### config.mk
export PLATFORM = sky130hd
export DESIGN_NAME = regfile_writeback_unit_flat
export DESIGN_NICKNAME = d
export VERILOG_FILES = /design/src/rtl/regfile_writeback_unit_pkg.sv /design/src/rtl/regfile_writeback_unit_if.sv /design/src/rtl/regfile_writeback_unit_fifo.sv /design/src/rtl/regfile_writeback_unit.sv /design/src/flat_wrapper.sv
export SDC_FILE = /design/constraint.sdc
export NUM_CORES = 1
export LEC_CHECK = 0
export CAP_MARGIN = 20
export CORE_MARGIN = 4
export CORE_UTILIZATION = 45
export CTS_CLUSTER_DIAMETER = 30
export DETAILED_ROUTE_END_ITERATION = 10
export PLACE_DENSITY = 0.72
export SLEW_MARGIN = 25
export SYNTH_ARGS = -nofsm -noshare
export SYNTH_HDL_FRONTEND = slang
export SYNTH_SLANG_ARGS = --single-unit
### constraint.sdc
create_clock -name clk -period 3.45 [get_ports clk]
set_input_delay 0.8625 -clock clk [delete_from_list [all_inputs] [get_ports clk]]
set_output_delay 0.8625 -clock clk [all_outputs]
set_load 0.02 [all_outputs]
### src/rtl/regfile_writeback_unit_pkg.sv
// Shared widths and the buffered write-back entry type.
package regfile_writeback_unit_pkg;
  localparam int XLEN       = 32;
  localparam int REG_ADDR_W = 5;
  localparam int NUM_REGS   = 32;

  typedef struct packed {
    logic [REG_ADDR_W-1:0] rd;
    logic [XLEN-1:0]       data;
  } wb_entry_t;
endpackage

### src/rtl/regfile_writeback_unit_if.sv
// Execute/memory/decode side bundle of the write-back unit.
// slave = the write-back unit, master = the surrounding pipeline.
interface regfile_writeback_unit_if
  import regfile_writeback_unit_pkg::*;
#(
  parameter int XLEN = 32
);
  logic                  alu_valid;
  logic [REG_ADDR_W-1:0] alu_rd;
  logic [XLEN-1:0]       alu_data;
  logic                  lsu_valid;
  logic                  lsu_ready;
  logic [REG_ADDR_W-1:0] lsu_rd;
  logic [XLEN-1:0]       lsu_data;
  logic                  issue_valid;
  logic                  issue_long;
  logic [REG_ADDR_W-1:0] issue_rd;
  logic [REG_ADDR_W-1:0] rs1;
  logic [REG_ADDR_W-1:0] rs2;
  logic                  rs1_busy;
  logic                  rs2_busy;
  logic                  rd_busy;
  logic                  rf_we;
  logic [REG_ADDR_W-1:0] rf_a3;
  logic [XLEN-1:0]       rf_wd3;

  modport slave (
    input  alu_valid, alu_rd, alu_data,
    input  lsu_valid, lsu_rd, lsu_data,
    output lsu_ready,
    input  issue_valid, issue_long, issue_rd, rs1, rs2,
    output rs1_busy, rs2_busy, rd_busy,
    output rf_we, rf_a3, rf_wd3
  );

  modport master (
    output alu_valid, alu_rd, alu_data,
    output lsu_valid, lsu_rd, lsu_data,
    input  lsu_ready,
    output issue_valid, issue_long, issue_rd, rs1, rs2,
    input  rs1_busy, rs2_busy, rd_busy,
    input  rf_we, rf_a3, rf_wd3
  );
endinterface

### src/rtl/regfile_writeback_unit_fifo.sv
// Synchronous FIFO buffering LSU results until the write port is free.
// Push when full and pop when empty are ignored. DEPTH must be a power of two.
module wb_result_fifo #(
  parameter int W     = 37,
  parameter int DEPTH = 4
) (
  input  logic         clk,
  input  logic         reset,
  input  logic         push_i,
  input  logic [W-1:0] wdata_i,
  input  logic         pop_i,
  output logic [W-1:0] rdata_o,
  output logic         full_o,
  output logic         empty_o
);
  localparam int PW = $clog2(DEPTH);
  localparam int CW = $clog2(DEPTH + 1);

  logic [W-1:0]  mem_q [DEPTH];
  logic [PW-1:0] wr_ptr_q, rd_ptr_q;
  logic [CW-1:0] cnt_q;
  logic          do_push, do_pop;

  assign full_o  = (cnt_q == CW'(DEPTH));
  assign empty_o = (cnt_q == '0);
  assign do_push = push_i && !full_o;
  assign do_pop  = pop_i && !empty_o;
  assign rdata_o = mem_q[rd_ptr_q];

  // Storage: no reset needed, occupancy is tracked by cnt_q.
  always_ff @(posedge clk) begin
    if (do_push) mem_q[wr_ptr_q] <= wdata_i;
  end

  // Pointers wrap naturally at the power-of-two depth.
  always_ff @(posedge clk or posedge reset) begin
    if (reset) begin
      wr_ptr_q <= '0;
      rd_ptr_q <= '0;
      cnt_q    <= '0;
    end else begin
      if (do_push) wr_ptr_q <= wr_ptr_q + PW'(1);
      if (do_pop)  rd_ptr_q <= rd_ptr_q + PW'(1);
      case ({do_push, do_pop})
        2'b10:   cnt_q <= cnt_q + CW'(1);
        2'b01:   cnt_q <= cnt_q - CW'(1);
        default: cnt_q <= cnt_q;
      endcase
    end
  end
endmodule

### src/rtl/regfile_writeback_unit.sv
// Register-file write-port driver: ALU results win the port, LSU results
// queue in a FIFO, and a busy scoreboard raises hazards for decode.
module regfile_writeback_unit
  import regfile_writeback_unit_pkg::*;
#(
  parameter int XLEN       = 32,
  parameter int FIFO_DEPTH = 4
) (
  input logic                     clk,
  input logic                     reset,
  regfile_writeback_unit_if.slave wb
);
  localparam int EW = REG_ADDR_W + XLEN;

  logic                  fifo_push, fifo_pop, fifo_full, fifo_empty;
  logic [EW-1:0]         fifo_wdata, fifo_rdata;
  logic                  alu_wr;
  logic                  we_q, we_d;
  logic                  long_q, long_d;
  logic [REG_ADDR_W-1:0] a3_q, a3_d;
  logic [XLEN-1:0]       wd3_q, wd3_d;
  logic [NUM_REGS-1:0]   busy_q, busy_d;

  // LSU results to x0 are acknowledged but never stored.
  assign wb.lsu_ready = !fifo_full;
  assign fifo_push    = wb.lsu_valid && !fifo_full && (wb.lsu_rd != '0);
  assign fifo_wdata   = {wb.lsu_rd, wb.lsu_data};
  assign alu_wr       = wb.alu_valid && (wb.alu_rd != '0);
  assign fifo_pop     = !alu_wr && !fifo_empty;

  wb_result_fifo #(.W(EW), .DEPTH(FIFO_DEPTH)) u_fifo (
    .clk     (clk),
    .reset   (reset),
    .push_i  (fifo_push),
    .wdata_i (fifo_wdata),
    .pop_i   (fifo_pop),
    .rdata_o (fifo_rdata),
    .full_o  (fifo_full),
    .empty_o (fifo_empty)
  );

  // Port arbitration: ALU first, then FIFO head; address/data hold when idle.
  always_comb begin
    we_d   = 1'b0;
    long_d = 1'b0;
    a3_d   = a3_q;
    wd3_d  = wd3_q;
    if (alu_wr) begin
      we_d  = 1'b1;
      a3_d  = wb.alu_rd;
      wd3_d = wb.alu_data;
    end else if (!fifo_empty) begin
      we_d   = 1'b1;
      long_d = 1'b1;
      a3_d   = fifo_rdata[EW-1 -: REG_ADDR_W];
      wd3_d  = fifo_rdata[XLEN-1:0];
    end
  end

  // Scoreboard next state: clear on long write capture, new issue overrides.
  always_comb begin
    busy_d = busy_q;
    if (we_q && long_q) busy_d[a3_q] = 1'b0;
    if (wb.issue_valid && wb.issue_long && (wb.issue_rd != '0))
      busy_d[wb.issue_rd] = 1'b1;
    busy_d[0] = 1'b0;
  end

  // Write-port and scoreboard registers.
  always_ff @(posedge clk or posedge reset) begin
    if (reset) begin
      we_q   <= 1'b0;
      long_q <= 1'b0;
      a3_q   <= '0;
      wd3_q  <= '0;
      busy_q <= '0;
    end else begin
      we_q   <= we_d;
      long_q <= long_d;
      a3_q   <= a3_d;
      wd3_q  <= wd3_d;
      busy_q <= busy_d;
    end
  end

  assign wb.rf_we  = we_q;
  assign wb.rf_a3  = a3_q;
  assign wb.rf_wd3 = wd3_q;

  // The register file has no write-through, so a value sitting on the
  // port is still a hazard for readers in decode.
  assign wb.rs1_busy = (wb.rs1 != '0) && (busy_q[wb.rs1] || (we_q && (a3_q == wb.rs1)));
  assign wb.rs2_busy = (wb.rs2 != '0) && (busy_q[wb.rs2] || (we_q && (a3_q == wb.rs2)));
  assign wb.rd_busy  = (wb.issue_rd != '0) && busy_q[wb.issue_rd];

`ifndef SYNTHESIS
  // Illegal stimulus from the pipeline; no recovery in hardware.
  always_ff @(posedge clk) begin
    if (!reset) begin
      assert (!(wb.issue_valid && wb.issue_long && (wb.issue_rd != '0) && busy_q[wb.issue_rd]))
        else $error("WAW: long issue to busy rd %0d", wb.issue_rd);
      assert (!(wb.alu_valid && (wb.alu_rd != '0) && busy_q[wb.alu_rd]))
        else $error("ALU result to busy rd %0d", wb.alu_rd);
      assert (!(wb.lsu_valid && !fifo_full && (wb.lsu_rd != '0) && !busy_q[wb.lsu_rd]))
        else $error("LSU result to non-busy rd %0d", wb.lsu_rd);
    end
  end
`endif
endmodule

### src/flat_wrapper.sv
// flat-port wrapper written by rule: the top's interface ports become plain ports
module regfile_writeback_unit_flat import regfile_writeback_unit_pkg::*;
#(
  parameter int XLEN       = 32,
  parameter int FIFO_DEPTH = 4
)
  (clk, reset, wb_alu_valid, wb_alu_rd, wb_alu_data, wb_lsu_valid, wb_lsu_rd, wb_lsu_data, wb_lsu_ready, wb_issue_valid, wb_issue_long, wb_issue_rd, wb_rs1, wb_rs2, wb_rs1_busy, wb_rs2_busy, wb_rd_busy, wb_rf_we, wb_rf_a3, wb_rf_wd3);
  regfile_writeback_unit_if #(.XLEN(XLEN)) wb_i ();
  input logic clk;
  input logic reset;
  input wire logic [$bits(wb_i.alu_valid)-1:0] wb_alu_valid;
  input wire logic [$bits(wb_i.alu_rd)-1:0] wb_alu_rd;
  input wire logic [$bits(wb_i.alu_data)-1:0] wb_alu_data;
  input wire logic [$bits(wb_i.lsu_valid)-1:0] wb_lsu_valid;
  input wire logic [$bits(wb_i.lsu_rd)-1:0] wb_lsu_rd;
  input wire logic [$bits(wb_i.lsu_data)-1:0] wb_lsu_data;
  output wire logic [$bits(wb_i.lsu_ready)-1:0] wb_lsu_ready;
  input wire logic [$bits(wb_i.issue_valid)-1:0] wb_issue_valid;
  input wire logic [$bits(wb_i.issue_long)-1:0] wb_issue_long;
  input wire logic [$bits(wb_i.issue_rd)-1:0] wb_issue_rd;
  input wire logic [$bits(wb_i.rs1)-1:0] wb_rs1;
  input wire logic [$bits(wb_i.rs2)-1:0] wb_rs2;
  output wire logic [$bits(wb_i.rs1_busy)-1:0] wb_rs1_busy;
  output wire logic [$bits(wb_i.rs2_busy)-1:0] wb_rs2_busy;
  output wire logic [$bits(wb_i.rd_busy)-1:0] wb_rd_busy;
  output wire logic [$bits(wb_i.rf_we)-1:0] wb_rf_we;
  output wire logic [$bits(wb_i.rf_a3)-1:0] wb_rf_a3;
  output wire logic [$bits(wb_i.rf_wd3)-1:0] wb_rf_wd3;
  assign wb_i.alu_valid = wb_alu_valid;
  assign wb_i.alu_rd = wb_alu_rd;
  assign wb_i.alu_data = wb_alu_data;
  assign wb_i.lsu_valid = wb_lsu_valid;
  assign wb_i.lsu_rd = wb_lsu_rd;
  assign wb_i.lsu_data = wb_lsu_data;
  assign wb_lsu_ready = wb_i.lsu_ready;
  assign wb_i.issue_valid = wb_issue_valid;
  assign wb_i.issue_long = wb_issue_long;
  assign wb_i.issue_rd = wb_issue_rd;
  assign wb_i.rs1 = wb_rs1;
  assign wb_i.rs2 = wb_rs2;
  assign wb_rs1_busy = wb_i.rs1_busy;
  assign wb_rs2_busy = wb_i.rs2_busy;
  assign wb_rd_busy = wb_i.rd_busy;
  assign wb_rf_we = wb_i.rf_we;
  assign wb_rf_a3 = wb_i.rf_a3;
  assign wb_rf_wd3 = wb_i.rf_wd3;
  regfile_writeback_unit #(.XLEN(XLEN), .FIFO_DEPTH(FIFO_DEPTH)) u_core (.clk(clk), .reset(reset), .wb(wb_i));
endmodule
[Word-level counts from Yosys, hierarchy flattened]
Memories as Yosys holds them, arrays and structs flattened.
Index checks and enable logic that the tools add are counted.
Word-level totals
  bits in writable memories: 148
  bits in registers: 77
  memories kept: 1
  input port bits: 95
Cells by class
  bitwise logic cells: 3
  equal/unequal tests: 6
  magnitude comparators: 6
  add/subtract/negate cells: 4
  multiplexer cells: 22
  reduce and logical (&&, ||, !) cells: 28
Memories
  u_core.u_fifo.mem_q: words 4, width 37, read ports 1, clocked after memory_dff 0, write ports 1, line regfile_writeback_unit_fifo.sv:19  | logic [W-1:0] mem_q [DEPTH];
Operators by type and width (number)
  32-bit 2-to-1 mux: 4
  32-bit bitwise AND: 1
  32-bit NOT: 1
  32-bit bitwise OR: 1
  5-bit nonzero test: 5
  5-bit by 6-bit less-than comparator with 1-bit output (second input constant): 4
  1-bit logical AND: 16
  1-bit binary-select mux with 5-bit select: 3
  1-bit demux with 5-bit select: 2
  5-bit equality test: 2
  5-bit by 1-bit greater-or-equal comparator with 1-bit output (second input constant): 2
  1-bit 2-to-1 mux: 10
  5-bit 2-to-1 mux: 2
  3-bit one-hot mux with 2 select lines: 1
  2-bit by 1-bit adder with 2-bit output (second input constant): 2
  3-bit by 1-bit adder with 3-bit output (second input constant): 1
  3-bit equality test (second input constant): 1
  1-bit logical NOT: 3
  3-bit logical NOT: 1
  3-bit by 1-bit subtractor with 3-bit output (second input constant): 1
  2-bit by 1-bit equality test with 1-bit output (second input constant): 1
  2-bit equality test (second input constant): 1
  1-bit logical OR: 2
  2-bit inequality test (second input constant): 1
  2-bit nonzero test: 1

[Longest topological paths before layout]
  depth after elaboration: 9
  mapped depth: 11
  gate-level depth less buffers: 11

[Cells and area by module]
Synthesis repeated with hierarchy kept, for this count alone.
Second synthesis, totals
  cells, all modules: 622
  area total of the unflattened synthesis: 9770.6 um^2
By module, submodules not included
  wb_result_fifo: cells each 231, sequential area each 4619.4 um^2, area an instance 5759.3 um^2, times used 1
  regfile_writeback_unit: cells each 391, sequential area each 1751.7 um^2, area an instance 4011.3 um^2, times used 1

[Worst setup path before layout]
OpenSTA, ideal clock, no wires.
  kind: input to output
  from: input port wb_issue_rd[0]
  to: output port wb_rd_busy
  slack: 0.412 ns
  stages on the path: 5
  required time: 2.588 ns
  data arrival time: 2.175 ns
  path buffers: 1
  path through: buf_2 > mux4_2 > nor2b_1 > nor4_1 > nand4b_1
On the way
  cells in the longest elaborated chain, start to end: 3
  elaborated cells on any way between the ends: 4
  classes of those cells: mux (2); reduce/logical (2)
Ends and longest elaborated chain
  start: declaration: line flat_wrapper.sv:20  | input wire logic [$bits(wb_i.issue_rd)-1:0] wb_issue_rd;
  1-bit binary-select mux with 5-bit select: line regfile_writeback_unit.sv:94  | assign wb.rd_busy = (wb.issue_rd != '0) && busy_q[wb.issue_rd];
  1-bit 2-to-1 mux (not written as such): line regfile_writeback_unit.sv:94
  1-bit logical AND *: line regfile_writeback_unit.sv:94
  end: declaration: line flat_wrapper.sv:25  | output wire logic [$bits(wb_i.rd_busy)-1:0] wb_rd_busy;
Mark *: on every way between the ends. The rest lies on a longest branch, timed or not. The select of a mux whose other input is x is not followed.

[Worst setup path after layout]
  from: input port wb_rs1[1]
  to: output port wb_rs1_busy
On the way
  cells in the longest elaborated chain, start to end: 4
  elaborated cells on any way between the ends: 7
  classes of those cells: eq/ne (1); mux (2); reduce/logical (4)
Ends and longest elaborated chain
  start: declaration: line flat_wrapper.sv:21  | input wire logic [$bits(wb_i.rs1)-1:0] wb_rs1;
  1-bit binary-select mux with 5-bit select / 5-bit equality test (equally long branches): line regfile_writeback_unit.sv:92  | assign wb.rs1_busy = (wb.rs1 != '0) && (busy_q[wb.rs1] || (we_q && (a3_q == wb.rs1)));
  1-bit 2-to-1 mux (not written as such) / 1-bit logical AND (equally long branches): line regfile_writeback_unit.sv:92
  1-bit logical OR: line regfile_writeback_unit.sv:92
  1-bit logical AND *: line regfile_writeback_unit.sv:92
  end: declaration: line flat_wrapper.sv:23  | output wire logic [$bits(wb_i.rs1_busy)-1:0] wb_rs1_busy;
Marks and branches as above.

==> results by stage <==
STA:
- Final hold analysis gives a worst-case slack of roughly 550 ps.
- The number of hold violations in the final report is 0.
- Setup repair after global routing left no endpoint under its margin.
- Setup violations remaining at the end of the flow were counted as 0.
- The worst max-slew margin expressed relative to the limit is 41.6%.
- At the pin with the least slew margin, the transition time is 876 ps.
- The clock period minus final worst setup slack is 3410 ps.
- For this run, the top clock speed supported by timing is roughly 290 MHz.
- For the final database, setup skew stands at 20.1 ps.
- The final count of pins violating max slew came to 0.
- After layout, the worst path uses a little over nine tenths of the clock period.

Clock tree:
- The root buffer cell is sky130_fd_sc_hd__clkbuf_16.
- Clock-pin slew was measured on the worst setup and hold paths at 40 ps.
- The TritonCTS buffer count is 38.
- The longest clock path from root to sink contains 3 buffers.
- TritonCTS built the clock tree.
- The source-to-sink clock delay at the later pin of the worst-skew pair is 490 ps.
- The count of clock tree sinks is 225.
- The deepest level of the CTS H-tree is 2.

Global routing:
- The global-route usage over all layers is 19.1%.
- Entering global routing, the biggest net connects 78 pins.
- The number of antenna violations at the first check in global routing is 1.
- The number of global-route vias before repair was 6735.
- The wire length of the first global-routing pass is 36500 um.
- For this run the aggregate overflow at the end of global routing stands at 0.

Critical path:
- The worst setup slack for register-to-register paths is 1200 ps.
- Counting cells, the worst reg-to-reg path comes to 11.
- The worst setup path is captured at an output port.
- The worst setup path is launched from an input port.
- The worst register-to-register path begins at u_core.u_fifo.cnt_q[0].
- The capture instance of the worst register-to-register path is u_core.u_fifo.cnt_q[2].
- At the worst endpoint, the arrival time is 2550 ps.
- The highest net fanout along the worst path is 6.
- The worst endpoint required time is about 2600 ps.
- The critical path in this run is classified as input port to output port.

Worst hold path:
- In this run the most critical hold path is launched from u_core.u_fifo.cnt_q[2].
- The kind of path behind the tightest hold check is flip-flop to flip-flop.
- The number of stages on the worst hold path is 1.
- For hold timing, the worst endpoint is u_core.u_fifo.cnt_q[2].

Synth:
- The xor/xnor share of the synthesized area is 1.41%.
- The mapped cell area is 9910 sq um.
- The synthesized design contains 225 register bits.
- The number of distinct library cells after synthesis is between 40 and 50.
- For this run, the number of Yosys warnings is 0.
- Summing the areas of all fa, ha and maj instances in the mapped netlist gives 0.834% of the synthesized area.
- Multiplexer cells account for 17.9% of the synthesized area.
- The async set or reset register ratio after synthesis is roughly 34%.
- The synthesized design contains roughly 150 enable-type register cells.
- The synthesized instance count is approximately 620.
- Summing the areas of all compound-gate instances in the mapped netlist gives ~7.2% of the synthesized area.
- The leading register cell type out of synthesis is sky130_fd_sc_hd__edfxtp_1.
- The portion of the post-synthesis area used by sequential elements is about 64%.
- By area, the combinational part of the netlist is dominated by multiplexers.
- Summing the areas of all and, or, nand and nor instances in the mapped netlist gives 5.77% of the synthesized area.
- The number of nets produced by synthesis is 723.
- The average instance in the mapped netlist occupies 15.9 sq um.

Floorplanning:
- The total I/O pin count is ~140.
- For this configuration, the core starts out at a cell density of 45.5%.
- The floorplan has 54 rows.
- The floorplan step defined a die boundary enclosing ~24000 sq um.
- The horizontal die dimension is 156 um.
- The region available for standard cell placement spans 21800 sq um.
- The floorplan step set the die height to 156 um.

Route:
- The detailed-router iteration count before antenna repair is 5.
- Dividing the detail-routed via count by the number of cells gives 5.56.
- The post-detailed-route DRC marker count is 0.
- The number of routed nets with antenna violations is 0.
- After the first detailed-routing iteration, the DRC count stood at roughly 350.
- Across all layers, the routed design uses ~6.3k vias.
- The routed design has approximately 23000 um of wire.
- The detail-routed net length per standard cell is 20.7 um.

Cells and area:
- Across the whole layout, storage elements account for 6370 sq um.
- The post-route netlist has approximately a quarter of its cells at a drive strength greater than 1.
- The number of diodes added for antenna fixing is 0.
- In the final layout, the multi-input gates occupy between 3000 and 4000 sq um.
- After the last flow step, the layout net total stands at just over 900.
- The growth of design area from synthesis to finish is 33.8%.
- The layout has 1564 filler cells.

Place:
- The global placer's final weighted congestion is 0.972.
- Detailed placement finished with a half-perimeter wire length of 16000 um.
- The count of input and output buffers is about 140.

Run status:
- The flow ran to the end, and the final reports show no timing, DRC or antenna violations.

Pwr:
- The leakage dissipation is about 4.7 nW.
- The total power consumption of the routed design is 11.4 mW.
- The worst vdd rail ir drop is 633 uV.
- Power spread over the standard cell area amounts to 858 nW/um^2.

Run:
- The number of maximum-capacitance constraint violations is 0.
cells in the mapped netlist (all sizes together), types with 2 or more instances:
| cell type | n | area, sq um |
|---|---|---|
| a21oi | 41 | 292 |
| a31oi | 5 | 31.3 |
| and2 | 4 | 25.0 |
| buf | 22 | 165 |
| clkbuf | 13 | 52.6 |
| dfrtp | 77 | 1930 |
| edfxtp | 148 | 4440 |
| ha | 5 | 62.6 |
| inv | 9 | 33.8 |
| mux2 | 6 | 71.3 |
| mux2i | 37 | 370 |
| mux4 | 58 | 1330 |
| nand2 | 20 | 75.1 |
| nand3 | 4 | 20.0 |
| nand3b | 8 | 60.1 |
| nand4 | 4 | 25.0 |
| nand4b | 3 | 26.3 |
| nor2 | 44 | 165 |
| nor2b | 7 | 43.8 |
| nor3 | 4 | 20.0 |
| nor4 | 2 | 12.5 |
| o21ai | 64 | 324 |
| or3 | 3 | 18.8 |
| or3b | 4 | 35.0 |
| or4 | 2 | 15.0 |
| xnor2 | 9 | 78.8 |
| xor2 | 7 | 61.3 |
sequential cells by signal, summed over array words and instances, names as in the netlist:
register,cells
u_core.busy_q,31
u_core.long_q,1
u_core.u_fifo.cnt_q,3
u_core.u_fifo.mem_q,148
u_core.u_fifo.rd_ptr_q,2
u_core.u_fifo.wr_ptr_q,2
u_core.wb.rf_a3,5
u_core.wb.rf_wd3,32
u_core.wb.rf_we,1
layer usage:
metal	up-vias	part of all wire, %	GRT usage, %
met1	3127	39	24.3
li1	2820	-	-
met4	2	2.0	6.03
met5	-	0.051	0
met3	49	7.8	4.95
met2	257	51	32.3
per-stage QoR:
stage / setup slack, ps / cells / instance area [sq um] / TNS, ps / utilization, %
after detailed placement: -626 / 1054 / 11900 / -1820 / 54.7
after global routing: 2.57 / 1124 / 13300 / 0 / 60.9
after global placement: -597 / 1054 / 11900 / -1680 / 54.7
after floorplan: 412 / 622 / 9910 / 0 / -
after CTS: 20.1 / 1124 / 13200 / 0 / 60.8
final: 37.2 / 1124 / 13300 / 0 / 60.9
timing repair:
action / CTS / global route
pin swaps: 1 / 3
endpoints found under the setup margin: 3 / 3
buffers inserted: 1 / 0
gates resized for setup: 23 / 10
hold buffers: 0 / 0
worst max path at each step:
stage | depth (start not counted) | from | slack, ps | endpoint
floorplan | 5 | wb_issue_rd[0] | 410 | wb_rd_busy
global placement | 9 | wb_rs2[0] | -600 | wb_rs2_busy
detailed placement | 9 | wb_rs2[0] | -630 | wb_rs2_busy
CTS | 9 | wb_rs2[0] | 20 | wb_rs2_busy
global route | 8 | wb_rs1[1] | 3 | wb_rs1_busy
finish | 8 | wb_rs1[1] | 40 | wb_rs1_busy
worst max-delay path: stages:
cell	delay, ps
sky130_fd_sc_hd__clkdlybuf4s50_1	510
sky130_fd_sc_hd__buf_4	180
sky130_fd_sc_hd__xnor2_1	130
sky130_fd_sc_hd__nand4_1	160
sky130_fd_sc_hd__nor3_4	260
sky130_fd_sc_hd__a21oi_1	110
sky130_fd_sc_hd__a31oi_1	180
sky130_fd_sc_hd__buf_4	160
report_power, final:
| part | switching [mW] | internal, mW |
|---|---|---|
| sequential | 0.573 | 3.66 |
| combinational | 1.59 | 1.73 |
| clock | 1.28 | 2.54 |
cell families after synthesis:
| kind of cell | count (synthesis) |
|---|---|
| flops | 225 |
| compound gates | 117 |
| simple gates | 113 |
| mux | 101 |
| buf+inv | 44 |
| xor+xnor | 16 |
| fa+ha+maj | 6 |
final cells by class:
type	instances	share of cell area (%)
Tap cell	280	2.64
Clock inverter	27	2.55
Inverter	9	0.264
Multi-Input combinational cell	353	25.2
Clock buffer	42	7.45
Timing Repair Buffer	188	13.8
Sequential cell	225	48.1
layout by cell type, fill, tap and decap left out, types with 4 or more instances in the layout:
cell / count
sky130_fd_sc_hd__a21oi_1: 18
sky130_fd_sc_hd__mux4_1: 7
sky130_fd_sc_hd__nand3_1: 4
sky130_fd_sc_hd__mux2_2: 5
sky130_fd_sc_hd__nand4_1: 4
sky130_fd_sc_hd__clkbuf_16: 39
sky130_fd_sc_hd__o21ai_0: 63
sky130_fd_sc_hd__nor2b_1: 7
sky130_fd_sc_hd__clkinvlp_4: 5
sky130_fd_sc_hd__and2_2: 4
sky130_fd_sc_hd__nand2_1: 20
sky130_fd_sc_hd__buf_12: 8
sky130_fd_sc_hd__xor2_1: 7
sky130_fd_sc_hd__mux4_2: 51
sky130_fd_sc_hd__edfxtp_1: 148
sky130_fd_sc_hd__dfrtp_1: 75
sky130_fd_sc_hd__nand3b_1: 8
sky130_fd_sc_hd__xnor2_1: 9
sky130_fd_sc_hd__inv_6: 7
sky130_fd_sc_hd__clkdlybuf4s50_1: 127
sky130_fd_sc_hd__mux2i_1: 37
sky130_fd_sc_hd__or3b_2: 4
sky130_fd_sc_hd__bufinv_16: 6
sky130_fd_sc_hd__nor2_1: 44
sky130_fd_sc_hd__a21oi_2: 23
sky130_fd_sc_hd__ha_1: 5
sky130_fd_sc_hd__inv_1: 8
sky130_fd_sc_hd__buf_4: 45
sky130_fd_sc_hd__a31oi_1: 5
Note: power is estimated with default switching activity, not from simulation.
